`config.mk`:
```
export PLATFORM = sky130hd
export DESIGN_NAME = lsu_bus_arbiter
export DESIGN_NICKNAME = d
export VERILOG_FILES = /design/src/rtl/lsu_bus_arbiter.sv
export SDC_FILE = /design/constraint.sdc
export NUM_CORES = 1
export LEC_CHECK = 0
export BUFFER_PORTS_ARGS = -buffer_cell sky130_fd_sc_hd__buf_2
export CORE_AREA = 2 2 96 98
export CTS_CLUSTER_DIAMETER = 100
export DETAILED_ROUTE_END_ITERATION = 12
export DIE_AREA = 0 0 98 100
export PLACE_DENSITY_LB_ADDON = 0.1
export SYNTH_ARGS = -nofsm -noshare
export SYNTH_HDL_FRONTEND = slang
export SYNTH_SLANG_ARGS = --single-unit
```
`constraint.sdc`:
```
create_clock -name clk -period 2.9 [get_ports clk]
set_input_delay 0.58 -clock clk [delete_from_list [all_inputs] [get_ports clk]]
set_output_delay 0.58 -clock clk [all_outputs]
set_load 0.02 [all_outputs]
```
`src/rtl/lsu_bus_arbiter.sv`:
```
// lsu_bus_arbiter: shares the single data-memory port between store-buffer
// load reads and committed-store drain writes, with anti-starvation and fence drain.
module lsu_bus_arbiter #(
    parameter int ADDR_WIDTH   = 32,
    parameter int DATA_WIDTH   = 32,
    parameter int SIZE_WIDTH   = 3,
    parameter int STARVE_LIMIT = 8
) (
    input  logic                  clk,
    input  logic                  rst,
    input  logic                  stbuf_bus_read_req,
    input  logic [ADDR_WIDTH-1:0] stbuf_bus_read_addr,
    input  logic [SIZE_WIDTH-1:0] stbuf_bus_read_size,
    input  logic                  stbuf_bus_write_req,
    input  logic [ADDR_WIDTH-1:0] stbuf_bus_write_addr,
    input  logic [SIZE_WIDTH-1:0] stbuf_bus_write_size,
    input  logic [DATA_WIDTH-1:0] stbuf_bus_data,
    input  logic                  stbuf_full,
    input  logic                  stbuf_all_empty,
    input  logic                  drain_req,
    output logic                  drain_done,
    output logic                  bus_stbuf_read_ack,
    output logic                  bus_stbuf_write_ack,
    output logic [DATA_WIDTH-1:0] bus_stbuf_data,
    output logic                  mem_req,
    output logic                  mem_we,
    output logic [ADDR_WIDTH-1:0] mem_addr,
    output logic [SIZE_WIDTH-1:0] mem_size,
    output logic [DATA_WIDTH-1:0] mem_wdata,
    input  logic [DATA_WIDTH-1:0] mem_rdata,
    input  logic                  mem_ack
);

    localparam int CW = $clog2(STARVE_LIMIT + 1);

    typedef enum logic [1:0] {
        IDLE  = 2'd0,
        READ  = 2'd1,
        WRITE = 2'd2
    } state_t;

    state_t        state;
    state_t        state_nxt;
    logic [CW-1:0] starve_cnt;
    logic          wp;
    logic          grant_rd;
    logic          grant_wr;
    logic          ack_rd;
    logic          ack_wr;

    // Arbitrate in IDLE, detect completion while a transaction is in flight
    always_comb begin
        state_nxt = state;
        grant_rd  = 1'b0;
        grant_wr  = 1'b0;
        ack_rd    = 1'b0;
        ack_wr    = 1'b0;
        wp        = drain_req | stbuf_full |
                    (starve_cnt == CW'(STARVE_LIMIT));
        unique case (state)
            IDLE: begin
                if (wp && stbuf_bus_write_req) begin
                    grant_wr = 1'b1;
                end else if (!drain_req && stbuf_bus_read_req) begin
                    grant_rd = 1'b1;
                end else if (stbuf_bus_write_req) begin
                    grant_wr = 1'b1;
                end
                if (grant_wr) begin
                    state_nxt = WRITE;
                end else if (grant_rd) begin
                    state_nxt = READ;
                end
            end
            READ: begin
                if (mem_ack) begin
                    ack_rd    = 1'b1;
                    state_nxt = IDLE;
                end
            end
            WRITE: begin
                if (mem_ack) begin
                    ack_wr    = 1'b1;
                    state_nxt = IDLE;
                end
            end
            default: state_nxt = IDLE;
        endcase
    end

    // State register
    always_ff @(posedge clk) begin
        if (!rst) begin
            state <= IDLE;
        end else begin
            state <= state_nxt;
        end
    end

    // Count cycles a waiting store loses arbitration, saturating at the limit
    always_ff @(posedge clk) begin
        if (!rst) begin
            starve_cnt <= '0;
        end else if (grant_wr) begin
            starve_cnt <= '0;
        end else if (stbuf_bus_write_req && state != WRITE &&
                     starve_cnt != CW'(STARVE_LIMIT)) begin
            starve_cnt <= starve_cnt + 1'b1;
        end
    end

    // Latch the granted payload and hold mem_req until the memory acks
    always_ff @(posedge clk) begin
        if (!rst) begin
            mem_req   <= 1'b0;
            mem_we    <= 1'b0;
            mem_addr  <= '0;
            mem_size  <= '0;
            mem_wdata <= '0;
        end else if (grant_wr) begin
            mem_req   <= 1'b1;
            mem_we    <= 1'b1;
            mem_addr  <= stbuf_bus_write_addr;
            mem_size  <= stbuf_bus_write_size;
            mem_wdata <= stbuf_bus_data;
        end else if (grant_rd) begin
            mem_req   <= 1'b1;
            mem_we    <= 1'b0;
            mem_addr  <= stbuf_bus_read_addr;
            mem_size  <= stbuf_bus_read_size;
        end else if (ack_rd || ack_wr) begin
            mem_req   <= 1'b0;
        end
    end

    // Acks are suppressed while reset is asserted so an aborted transfer never completes
    assign bus_stbuf_read_ack  = rst & ack_rd;
    assign bus_stbuf_write_ack = rst & ack_wr;
    assign bus_stbuf_data      = mem_rdata;
    assign drain_done          = rst & drain_req & stbuf_all_empty & (state == IDLE);

endmodule
```
; Word-level counts from Yosys, hierarchy flattened
; Cells that the tools add are included.
[word_totals]
regBits = 75
input_bits = 142
output_inout_bits = 104
elab_cells = 60
[op_classes]
addsub = 1
eq_ne = 7
muxes = 25
n_bitwise = 8
reduce_logical = 12
[op_table]
columns = op, n
row1 = $mux W32, 2
row2 = $mux W1, 17
row3 = $mux W2, 3
row4 = $mux W3, 2
row5 = $and A1 B1 Y1, 5
row6 = $add A4 B1 Y4 const B, 1
row7 = $eq A4 B4 Y1 const B, 1
row8 = $logic_and A1 B1 Y1, 4
row9 = $ne A4 B4 Y1 const B, 1
row10 = $pmux W2 S2, 1
row11 = $reduce_or A2 Y1, 2
row12 = $ne A3 B3 Y1 const B, 1
row13 = $reduce_bool A3 Y1, 1
row14 = $eq A2 B1 Y1 const B, 1
row15 = $eq A2 B2 Y1 const B, 1
row16 = $logic_not A2 Y1, 1
row17 = $ne A2 B1 Y1 const B, 1
row18 = $ne A2 B2 Y1 const B, 1
row19 = $or A1 B1 Y1, 2
row20 = $reduce_and A2 Y1, 1
row21 = $reduce_bool A2 Y1, 1
row22 = $logic_not A1 Y1, 1
row23 = $logic_or A1 B1 Y1, 1
row24 = $not A1 Y1, 1

; Logic depth before layout (Yosys ltp)
; Gate-level depths: netlist of the first run.
[depth]
ltp_word = 8
mapped_depth = 9
depth_no_buf = 6

; Worst setup path after synthesis of the first run
; No wires, ideal clock.
[synth_timing]
path_type = input -> output
start = input port rst
end = output port drain_done
t_arrival_ns = 1.425
required_ns = 2.320
setup_slack_ns = 0.895
stages = 3
n_path_buf = 2
path_cell_list = clkbuf_1 -> clkbuf_1 -> and4_1
[synth_between]
elab_chain_cells = 3
[synth_lines]
columns = element, line
row1 = "start, declared", 10  ; input logic rst,
row2 = $and A1 B1 Y1 (3 in series), 140  ; assign drain_done = rst & drain_req & stbuf_all_empty & (state == IDLE);
row3 = "end, declared", 21  ; output logic drain_done,
; Every way passes these cells.

; Final worst setup path of the first run
[layout_timing]
start = register starve_cnt[0]
end = register mem_addr[6]
[layout_between]
elab_chain_cells = 7
word_cells_on_any_way = 11
classes_between = 1 x eq/ne / 7 x mux / 1 x bitwise / 2 x reduce/logical
[layout_lines]
columns = element, line
row1 = "start, declared", 44  ; logic [CW-1:0] starve_cnt;
row2 = "start signal, assigned", 108  ; starve_cnt <= starve_cnt + 1'b1;
row3 = $eq A4 B4 Y1 *, 59  ; (starve_cnt == CW'(STARVE_LIMIT));
row4 = $or A1 B1 Y1 *, 58  ; wp = drain_req | stbuf_full |
row5 = $logic_and A1 B1 Y1 *, 62  ; if (wp && stbuf_bus_write_req) begin
row6 = $mux W1, 62
row7 = $mux W1 (2 in series), 60  ; unique case (state)
row8 = $mux W32 or $reduce_bool A2 Y1 (tied branches), --
row9 = "end signal, assigned", 123  ; mem_addr <= stbuf_bus_write_addr;
row10 = "end signal, assigned", 129  ; mem_addr <= stbuf_bus_read_addr;
row11 = "end, declared", 27  ; output logic [ADDR_WIDTH-1:0] mem_addr,
; Mark *: on every way between the ends. The rest lies on a longest branch, timed or not. The select of a mux whose other input is x is not followed.
; A chain may end at the register's enable or synchronous reset.

==> reports/metrics.cfg, run 1 <==
[power]
power_per_cell_area_nw_per_um2 = 658
total_power_mw = 2.81
p_leak_nw = 2.03
ir_drop_uv = 237

[detailed_routing]
first_pass_iters = 5
drt-vias-per-instance = 5.00
dr_total_vias = 3028
drc = 0
drt-initial-drc-count = 73
finalWirelength_um = 8590
antenna_left = 0
detail_route.wl_per_cell_um = 14.2

[final_layout]
diodes = 0
post-route-cell-area_um2 = 4270
final_util = 0.480
drive_gt1_frac = 0.488
most-common-layout-cells = buf_2, dfxtp_1, nand2_1, o221a_2, o21a_1
nets = 636
syn2layout_area_growth_pct = 27.2
mostFrequentLayoutCell = buf_2

[critical_path]
crit_path_end_kind = flip-flop
path_buf_inv = 2
ff2ff_path_depth = 7
crit_family = compound AO/OA/AOI/OAI gates
crit_slowest_cell = buf_4
critPathLaunchType = flip-flop
crit_chain = inv_1 > ha_1 > and3b_1 > o311ai_4 > buf_4 > o221a_2 > o21a_1
rrSetupSlack_ps = 780
worstSetupPathType = reg2reg
r2r-end = mem_addr[6]$_SDFFE_PN0P_
reg2reg_from = starve_cnt[0]$_SDFFE_PP0P_
max_stage_delay_ps = 460
required_ps = 3180
crit_fanout = 51
cp.arrival_ps = 2410

[floorplan]
die_h_um = 100
initial_utilization = 0.377
fp.dieW_um = 98
die_area_um2 = 9800
io_pins = 246
num_rows = 35
core_area_um2 = 8890

[place]
io_buffer_count = 181
dp_hpwl_um = 6120
gp_congestion = 0.780
placed_area_um2 = 4040

[global_routing]
grt_pass1_wl_um = 13500
grt_overflow_total = 0
grt_max_degree = 71
grt_usage = 0.168
antenna_found_initial = 0
grt_pass1_vias = 2789

[logic_synthesis]
synthesis.area_um2 = 3350
ys_async_sr_fraction = 0
yosysSeqAreaShare = 0.448
synthCells = 353
synth_edf_count = 0
yosysWarnings = 0
yosysUniqueCellTypes = 31
synth_top_family_by_area = compound AO/OA/AOI/OAI gates
yosys.area.top_type = dfxtp_1
synthAdderAreaFrac = 0.0187
synthSimpleGateAreaFrac = 0.126
synth_compound_area_frac = 0.269
synth_area_leaders = dfxtp_1, o221a_2, o21a_1, buf_4, nand3_1
syn_area_per_cell_um2 = 9.50
post_synth_mux_area_share = 0
synth_fp_nets = 500
synth.top_cell.area_share = 0.448
synth-xor-area-share = 0.00522
ys.flop_type = dfxtp_1
ys_seq_elements = 75

[worst_hold_path]
hold_path_depth = 2
hold_path.class = in2reg
hold_end = mem_addr[29]$_SDFFE_PN0P_
holdCritStartpoint = stbuf_bus_read_addr[29]

[sta]
grt_setup_unrepaired = false
layout_min_cycle_time_ps = 2120
setup_viol = 0
worst_pin_slew_ps = 659
finalMaxSlewViolations = 0
fin_hold_ws_ps = 436
fin_skew_ps = 11.6
setup_tns_ps = 0
fmax_mhz = 471
fin_crit_sh = 0.732
hold_viol_final = 0
slew_headroom = 0.561

[cts]
clk_latency_ps = 350
cts_buffers = 9
post_cts_buffers = 0
ctsLongestPathBuffers = 2
cts.clk_slew.worst_paths_ps = 90
htree_num_levels = 3
cts.hold.buffers_added = 0
cts_tree = built
ctsResizeCount = 0
clock-sinks = 75
root_buffer = clkbuf_8

[run]
maxCapViolCount = 0

[status]
status = finished, final reports clean

metrics by stage:
stage / setup slack (ps) / cells
2_1_floorplan: 895 / 353
6_report: 777 / 605
5_1_grt: 591 / 605
3_5_place_dp: 682 / 589
4_1_cts: 761 / 605
3_3_place_gp: 744 / 589
logic make-up after synthesis:
family	count (synthesis)
and+or+nand+nor	91
adders and majority gates	5
buffers and inverters	67
AOI/OAI and AO/OA	113
DFF	75
xor gates and xnor gates	2
Yosys cell counts (8+ instances only):
cell type   n
dfxtp_1    75
nand2_1    40
o21a_1     35
o221a_2    35
buf_4      33
nand3_1    33
o21ai_0    24
clkbuf_1   13
o21ai_1    10
buf_2       8
buf_6       8
flip-flops by register name (all words and copies together) (netlist names):
| signal | cells |
|---|---|
| mem_addr | 32 |
| mem_wdata | 32 |
| starve_cnt | 4 |
| mem_size | 3 |
| state | 2 |
| mem_req | 1 |
| mem_we | 1 |
power by group:
group	switching [mW]	internal, mW
combinational	0.406	0.293
clock	0.392	0.508
sequential	0.0587	1.15
how the worst max path moves through the flow:
stage                               startpoint                    endpoint  cells past startpoint
global placement                     drain_req   mem_addr[12]$_SDFFE_PN0P_                      6
detailed placement                   drain_req    mem_addr[6]$_SDFFE_PN0P_                      6
finish              starve_cnt[0]$_SDFFE_PP0P_    mem_addr[6]$_SDFFE_PN0P_                      7
global route        starve_cnt[0]$_SDFFE_PP0P_  starve_cnt[2]$_SDFFE_PP0P_                      7
floorplan                                  rst                  drain_done                      3
CTS                 starve_cnt[0]$_SDFFE_PP0P_    mem_addr[6]$_SDFFE_PN0P_                      7
layout make-up:
| cell class | instances | area, um2 |
|---|---|---|
| Clock buffer | 10 | 138 |
| Clock inverter | 6 | 88.8 |
| Fill cell | 895 | 4620 |
| Inverter | 5 | 18.8 |
| Multi-Input combinational cell | 211 | 1410 |
| Sequential cell | 75 | 1500 |
| Tap cell | 111 | 139 |
| Timing Repair Buffer | 187 | 966 |
layer usage:
| layer | share of wire | wire, um | GRT usage | vias to the layer above |
|---|---|---|---|---|
| li1 | - | - | - | 1511 |
| met1 | 0.45 | 3860 | 0.221 | 1352 |
| met2 | 0.44 | 3750 | 0.258 | 145 |
| met4 | 0.015 | 131 | 0.0662 | 0 |
| met5 | 0 | 0 | 0 | - |
| met3 | 0.099 | 854 | 0.0543 | 20 |
worst reg2reg max path: cells and delay by family, from the launching register on:
kind            cells  cell delay, ps
compound gates      3             740
buf+inv             2             540
fa+ha+maj           1             200
simple gates        1             210
flops               1             370
Note: power is estimated with default switching activity, not from simulation.
==> run 2: changes to the inputs <==
- CORE_AREA: 2 2 96 98 -> 2 2 97 99
- DIE_AREA: 0 0 98 100 -> 0 0 99 101
- clock period: 2.9 -> 2.1 ns (I/O delays scaled with it)
==> run 2 against run 1 <==
Net effect:
- maximum frequency grew 8.9%
- hold slack lost 160 ps
- worst setup slack lost 630 ps
- first-iteration DRC count grew 12%
- die area grew 2.0%
- global-route usage grew 0.39 points
- clock skew is essentially flat
- sequential share of layout area shrank 0.68 points
- critical path depth is the same
- combinational power grew 42%
- largest power group unchanged
- highest routed layer unchanged
==> reports/metrics.cfg, run 2 (same netlist as run 1, synthesis figures left out) <==
[sta]
hold_viol_final = 0
fmax_mhz = 513
slew_headroom = 0.784
layout_min_cycle_time_ps = 1950
setup_viol = 0
fin_skew_ps = 12.0
fin_crit_sh = 0.928
grt_setup_unrepaired = false
setup_ws_ps = 150
setup_tns_ps = 0
finalMaxSlewViolations = 0
worst_pin_slew_ps = 322

[cts]
cts.clk_slew.worst_paths_ps = 80
root_buffer = clkbuf_8
clk_latency_ps = 350
cts_tree = built
ctsResizeCount = 0
cts_buffers = 9
ctsLongestPathBuffers = 2
clock-sinks = 75
post_cts_buffers = 0
htree_num_levels = 3
cts.hold.buffers_added = 0

[critical_path]
crit_family = compound AO/OA/AOI/OAI gates
worstSetupPathType = reg2reg
r2r-end = mem_addr[25]$_SDFFE_PN0P_
max_stage_delay_ps = 360
crit_chain = inv_1 > ha_1 > and3b_1 > o311ai_4 > buf_12 > o221a_2 > o21a_1
ff2ff_path_depth = 7
crit_fanout = 74
rrSetupSlack_ps = 150
critPathLaunchType = flip-flop
path_buf_inv = 2
required_ps = 2390
crit_slowest_cell = dfxtp_1
crit_path_end_kind = flip-flop
cp.arrival_ps = 2240
reg2reg_from = starve_cnt[0]$_SDFFE_PP0P_

[detailed_routing]
drt-initial-drc-count = 82
first_pass_iters = 4
drt-vias-per-instance = 5.06
antenna_left = 0
finalWirelength_um = 8870
dr_total_vias = 3066
drc = 0
detail_route.wl_per_cell_um = 14.6

[final_layout]
reg.largest.list = mem_addr: 32 flops, mem_wdata: 32 flops, starve_cnt: 4 flops
mostFrequentLayoutCell = buf_2
drive_gt1_frac = 0.489
most-common-layout-cells = buf_2, dfxtp_1, nand2_1, o221a_2, o21a_1
nets = 638
diodes = 0
syn2layout_area_growth_pct = 29.7

[floorplan]
fp.dieW_um = 99
io_pins = 246
num_rows = 35
die_area_um2 = 10000
initial_utilization = 0.374
core_area_um2 = 8980
die_h_um = 101

[global_routing]
grt_pass1_wl_um = 13600
antenna_found_initial = 0
grt_usage = 0.172
grt_max_degree = 77
grt_pass1_vias = 2808
grt_overflow_total = 0

[worst_hold_path]
hold_path_depth = 2
hold_path.class = in2reg
hold_end = mem_addr[27]$_SDFFE_PN0P_
holdCritStartpoint = stbuf_bus_read_addr[27]

[run]
maxCapViolCount = 0

[power]
power_per_cell_area_nw_per_um2 = 946
p_leak_nw = 2.08
ir_drop_uv = 386

[place]
pre_cts_ws_ps = 179
io_buffer_count = 181
gp_congestion = 0.679
dp_hpwl_um = 6330

[status]
status = finished, final reports clean

run 2: cell count changes in the layout (fill, tap and decap cells not counted), sizes merged:
cell	delta
clkinv	-1
buf	+2
bufinv	+2
clkinvlp	-2
run 2: worst max-delay path by stage:
stage,start,to,slack [ps],cells after the start
2_1_floorplan,starve_cnt[0]$_SDFFE_PP0P_,mem_wdata[0]$_SDFFE_PN0P_,390,9
3_3_place_gp,starve_cnt[0]$_SDFFE_PP0P_,mem_size[2]$_SDFFE_PN0P_,250,7
3_5_place_dp,starve_cnt[0]$_SDFFE_PP0P_,mem_addr[28]$_SDFFE_PN0P_,180,7
4_1_cts,starve_cnt[0]$_SDFFE_PP0P_,mem_addr[31]$_SDFFE_PN0P_,160,7
5_1_grt,starve_cnt[0]$_SDFFE_PP0P_,mem_addr[25]$_SDFFE_PN0P_,30,7
6_report,starve_cnt[0]$_SDFFE_PP0P_,mem_addr[25]$_SDFFE_PN0P_,150,7
run 2: routing by layer:
metal | share of wire | track usage | vias up | wire length, um
met4 | 0.016 | 0.0664 | 0 | 144
met5 | 0 | 0 | - | 0
met1 | 0.43 | 0.217 | 1387 | 3840
li1 | - | - | 1517 | -
met2 | 0.45 | 0.264 | 139 | 4030
met3 | 0.096 | 0.0693 | 23 | 850
run 2: stage by stage:
stage	hold WS [ps]	power, mW	instances	instance area (um2)	utilization
CTS	264	4.17	606	4350	0.484
global placement	443	2.69	591	4090	0.455
finish	277	4.12	606	4350	0.484
detailed placement	446	2.70	591	4090	0.455
global route	256	4.34	606	4350	0.484
floorplan	462	2.44	353	3350	-
run 2: cell type report:
type,instances,area [um2]
Fill cell,886,4630
Sequential cell,75,1500
Multi-Input combinational cell,211,1420
Timing Repair Buffer,189,1010
Tap cell,111,139
Clock buffer,10,138
Clock inverter,5,125
Inverter,5,18.8
run 2: power breakdown:
| group | internal [mW] | leakage [nW] | total (mW) | switching (mW) |
|---|---|---|---|---|
| sequential | 1.59 | 0.619 | 1.67 | 0.0817 |
| clock | 0.934 | 0.132 | 1.46 | 0.522 |
| combinational | 0.422 | 1.33 | 0.990 | 0.568 |
run 2: worst register-to-register path, delay by kind of cell, from the launching register on:
| family | cells | cell delay (ps) |
|---|---|---|
| adders and majority gates | 1 | 210 |
| DFF | 1 | 360 |
| and+or+nand+nor | 1 | 210 |
| AOI/OAI and AO/OA | 3 | 730 |
| buffers and inverters | 2 | 390 |
==> run 3: changes to the inputs <==
- RECOVER_POWER: not set -> 50
- REMOVE_ABC_BUFFERS: not set -> 1
- SLEW_MARGIN: not set -> 20
==> run 3 against run 2 <==
Net effect:
- utilization down 1.3 points
- via count shrank 0.16%
- count of clock-buffer cells in the layout unchanged
- global-route usage up 2.9 points
- critical path depth did not move
- die area stayed put
- critical path type unchanged
- first-iteration DRC count up 22%
- final area down 2.7%
- combinational power is 2.9% lower
- sequential power barely moved
- total power shrank 7.9%
- register-to-register slack better by 20 ps
==> reports/metrics.cfg, run 3 (same netlist as run 1, synthesis figures left out) <==
[cts]
post_cts_buffers = 0
clock-sinks = 75
cts.hold.buffers_added = 0
cts_tree = built
clk_latency_ps = 350
cts.clk_slew.worst_paths_ps = 90
ctsLongestPathBuffers = 2
htree_num_levels = 3
cts_buffers = 9
ctsResizeCount = 0
root_buffer = clkbuf_8

[global_routing]
antenna_found_initial = 0
grt_pass1_wl_um = 15600
grt_overflow_total = 0
grt_usage = 0.201
grt_max_degree = 80
grt_pass1_vias = 2925

[detailed_routing]
dr_total_vias = 3061
drt-initial-drc-count = 100
drt-vias-per-instance = 5.03
detail_route.wl_per_cell_um = 17.0
drc = 0
first_pass_iters = 5
antenna_left = 0
finalWirelength_um = 10300

[power]
p_leak_nw = 1.84
p_int_mw = 2.57
combPwrFrac = 0.254
pwr-share-seq = 0.442
power_per_cell_area_nw_per_um2 = 896
switching_share = 0.323
ir_drop_uv = 329
power.switching_mw = 1.22
total_power_mw = 3.79
pwr-share-clk = 0.304

[critical_path]
critPathLaunch = starve_cnt[0]$_SDFFE_PP0P_
crit_slowest_cell = dfxtp_1
cp.arrival_ps = 2210
reg2reg_from = starve_cnt[0]$_SDFFE_PP0P_
required_ps = 2380
crit_fanout = 75
ff2ff_path_depth = 7
crit_path_end_kind = flip-flop
worstSetupPathType = reg2reg
critical_path.endpoint = mem_addr[2]$_SDFFE_PN0P_
max_stage_delay_ps = 360
rrSetupSlack_ps = 170
r2r-end = mem_addr[2]$_SDFFE_PN0P_
crit_chain = inv_1 > ha_1 > and3b_1 > o311ai_4 > buf_12 > o221a_2 > o21a_1
critPathLaunchType = flip-flop

[final_layout]
diodes = 0
nFillCells = 899
reg.largest.list = mem_addr: 32 flops, mem_wdata: 32 flops, starve_cnt: 4 flops
mostFrequentLayoutCell = buf_2
most-common-layout-cells = buf_2, dfxtp_1, clkbuf_1, nand2_1
syn2layout_area_growth_pct = 26.2
nets = 639
drive_gt1_frac = 0.376

[sta]
finalMaxSlewViolations = 0
grt_setup_unrepaired = false
fin_skew_ps = 14.9
worst_pin_slew_ps = 326
fmax_mhz = 518
fin_hold_ws_ps = 278
setup_viol = 0
layout_min_cycle_time_ps = 1930
fin_crit_sh = 0.920
slew_headroom = 0.781
hold_viol_final = 0

[worst_hold_path]
hold_path.class = in2reg
holdCritStartpoint = stbuf_bus_read_addr[22]

[floorplan]
initial_utilization = 0.374
io_pins = 246
num_rows = 35
die_h_um = 101
core_area_um2 = 8980
die_area_um2 = 10000
fp.dieW_um = 99

[run]
maxCapViolCount = 0

[place]
io_buffer_count = 181
dp_hpwl_um = 7530
gp_congestion = 0.751

[status]
status = finished, final reports clean

run 3: cell types whose count changed in the layout (fill, tap and decap cells not counted):
cell	delta
clkbuf_1	+57
buf_2	-56
bufinv_16	-3
clkinv_4	+3
clkinv_2	-1
clkinvlp_4	+1
inv_6	+1
run 3: power groups by stage:
stage	combinational (mW)	clock, mW	sequential, mW
after global placement	0.998	0	1.70
after floorplan	0.368	0	1.89
after CTS	1.01	1.19	1.67
after detailed placement	1.01	0	1.70
final	0.961	1.15	1.67
after global routing	1.05	1.26	1.70
run 3: final cells by class:
class,instances,area (um2),share of cell area
flip-flops and latches,75,1500,0.355
multi-input cells,211,1420,0.336
repair buffers,190,940,0.222
well taps,111,139,0.0328
clock buffers,10,138,0.0325
clock inverters,6,72.6,0.0172
inverters,5,18.8,0.00444
run 3: worst max-delay path, delay by kind of cell (launching register included):
family,cells,cell delay [ps]
AOI/OAI and AO/OA,3,680
buffers and inverters,2,390
DFF,1,360
adders and majority gates,1,210
and+or+nand+nor,1,210
run 3: worst min path at each step:
| stage | endpoint | slack, ps | cells past startpoint |
|---|---|---|---|
| final | mem_addr[22]$_SDFFE_PN0P_ | 280 | 2 |
| after global routing | mem_addr[23]$_SDFFE_PN0P_ | 270 | 2 |
| after CTS | mem_addr[22]$_SDFFE_PN0P_ | 260 | 2 |
| after detailed placement | mem_wdata[30]$_SDFFE_PN0P_ | 450 | 2 |
| after global placement | mem_wdata[30]$_SDFFE_PN0P_ | 440 | 2 |
| after floorplan | starve_cnt[2]$_SDFFE_PP0P_ | 460 | 2 |
run 3: per-layer routing:
metal  part of all wire  vias up  track usage
li1                   -     1514            -
met1               0.43     1362        0.240
met2               0.42      171        0.290
met3               0.14       12        0.129
met4              0.011        2       0.0632
met5             0.0045        -       0.0513
run 3: metrics by stage:
step | setup slack [ps] | area, um2 | setup TNS [ps] | util | std cells
2_1_floorplan | -1110 | 2930 | -75660 | - | 291
3_3_place_gp | 250 | 4090 | 0 | 0.456 | 592
3_5_place_dp | 183 | 4090 | 0 | 0.456 | 592
4_1_cts | 168 | 4300 | 0 | 0.479 | 608
5_1_grt | 21.6 | 4230 | 0 | 0.471 | 608
6_report | 168 | 4230 | 0 | 0.471 | 608
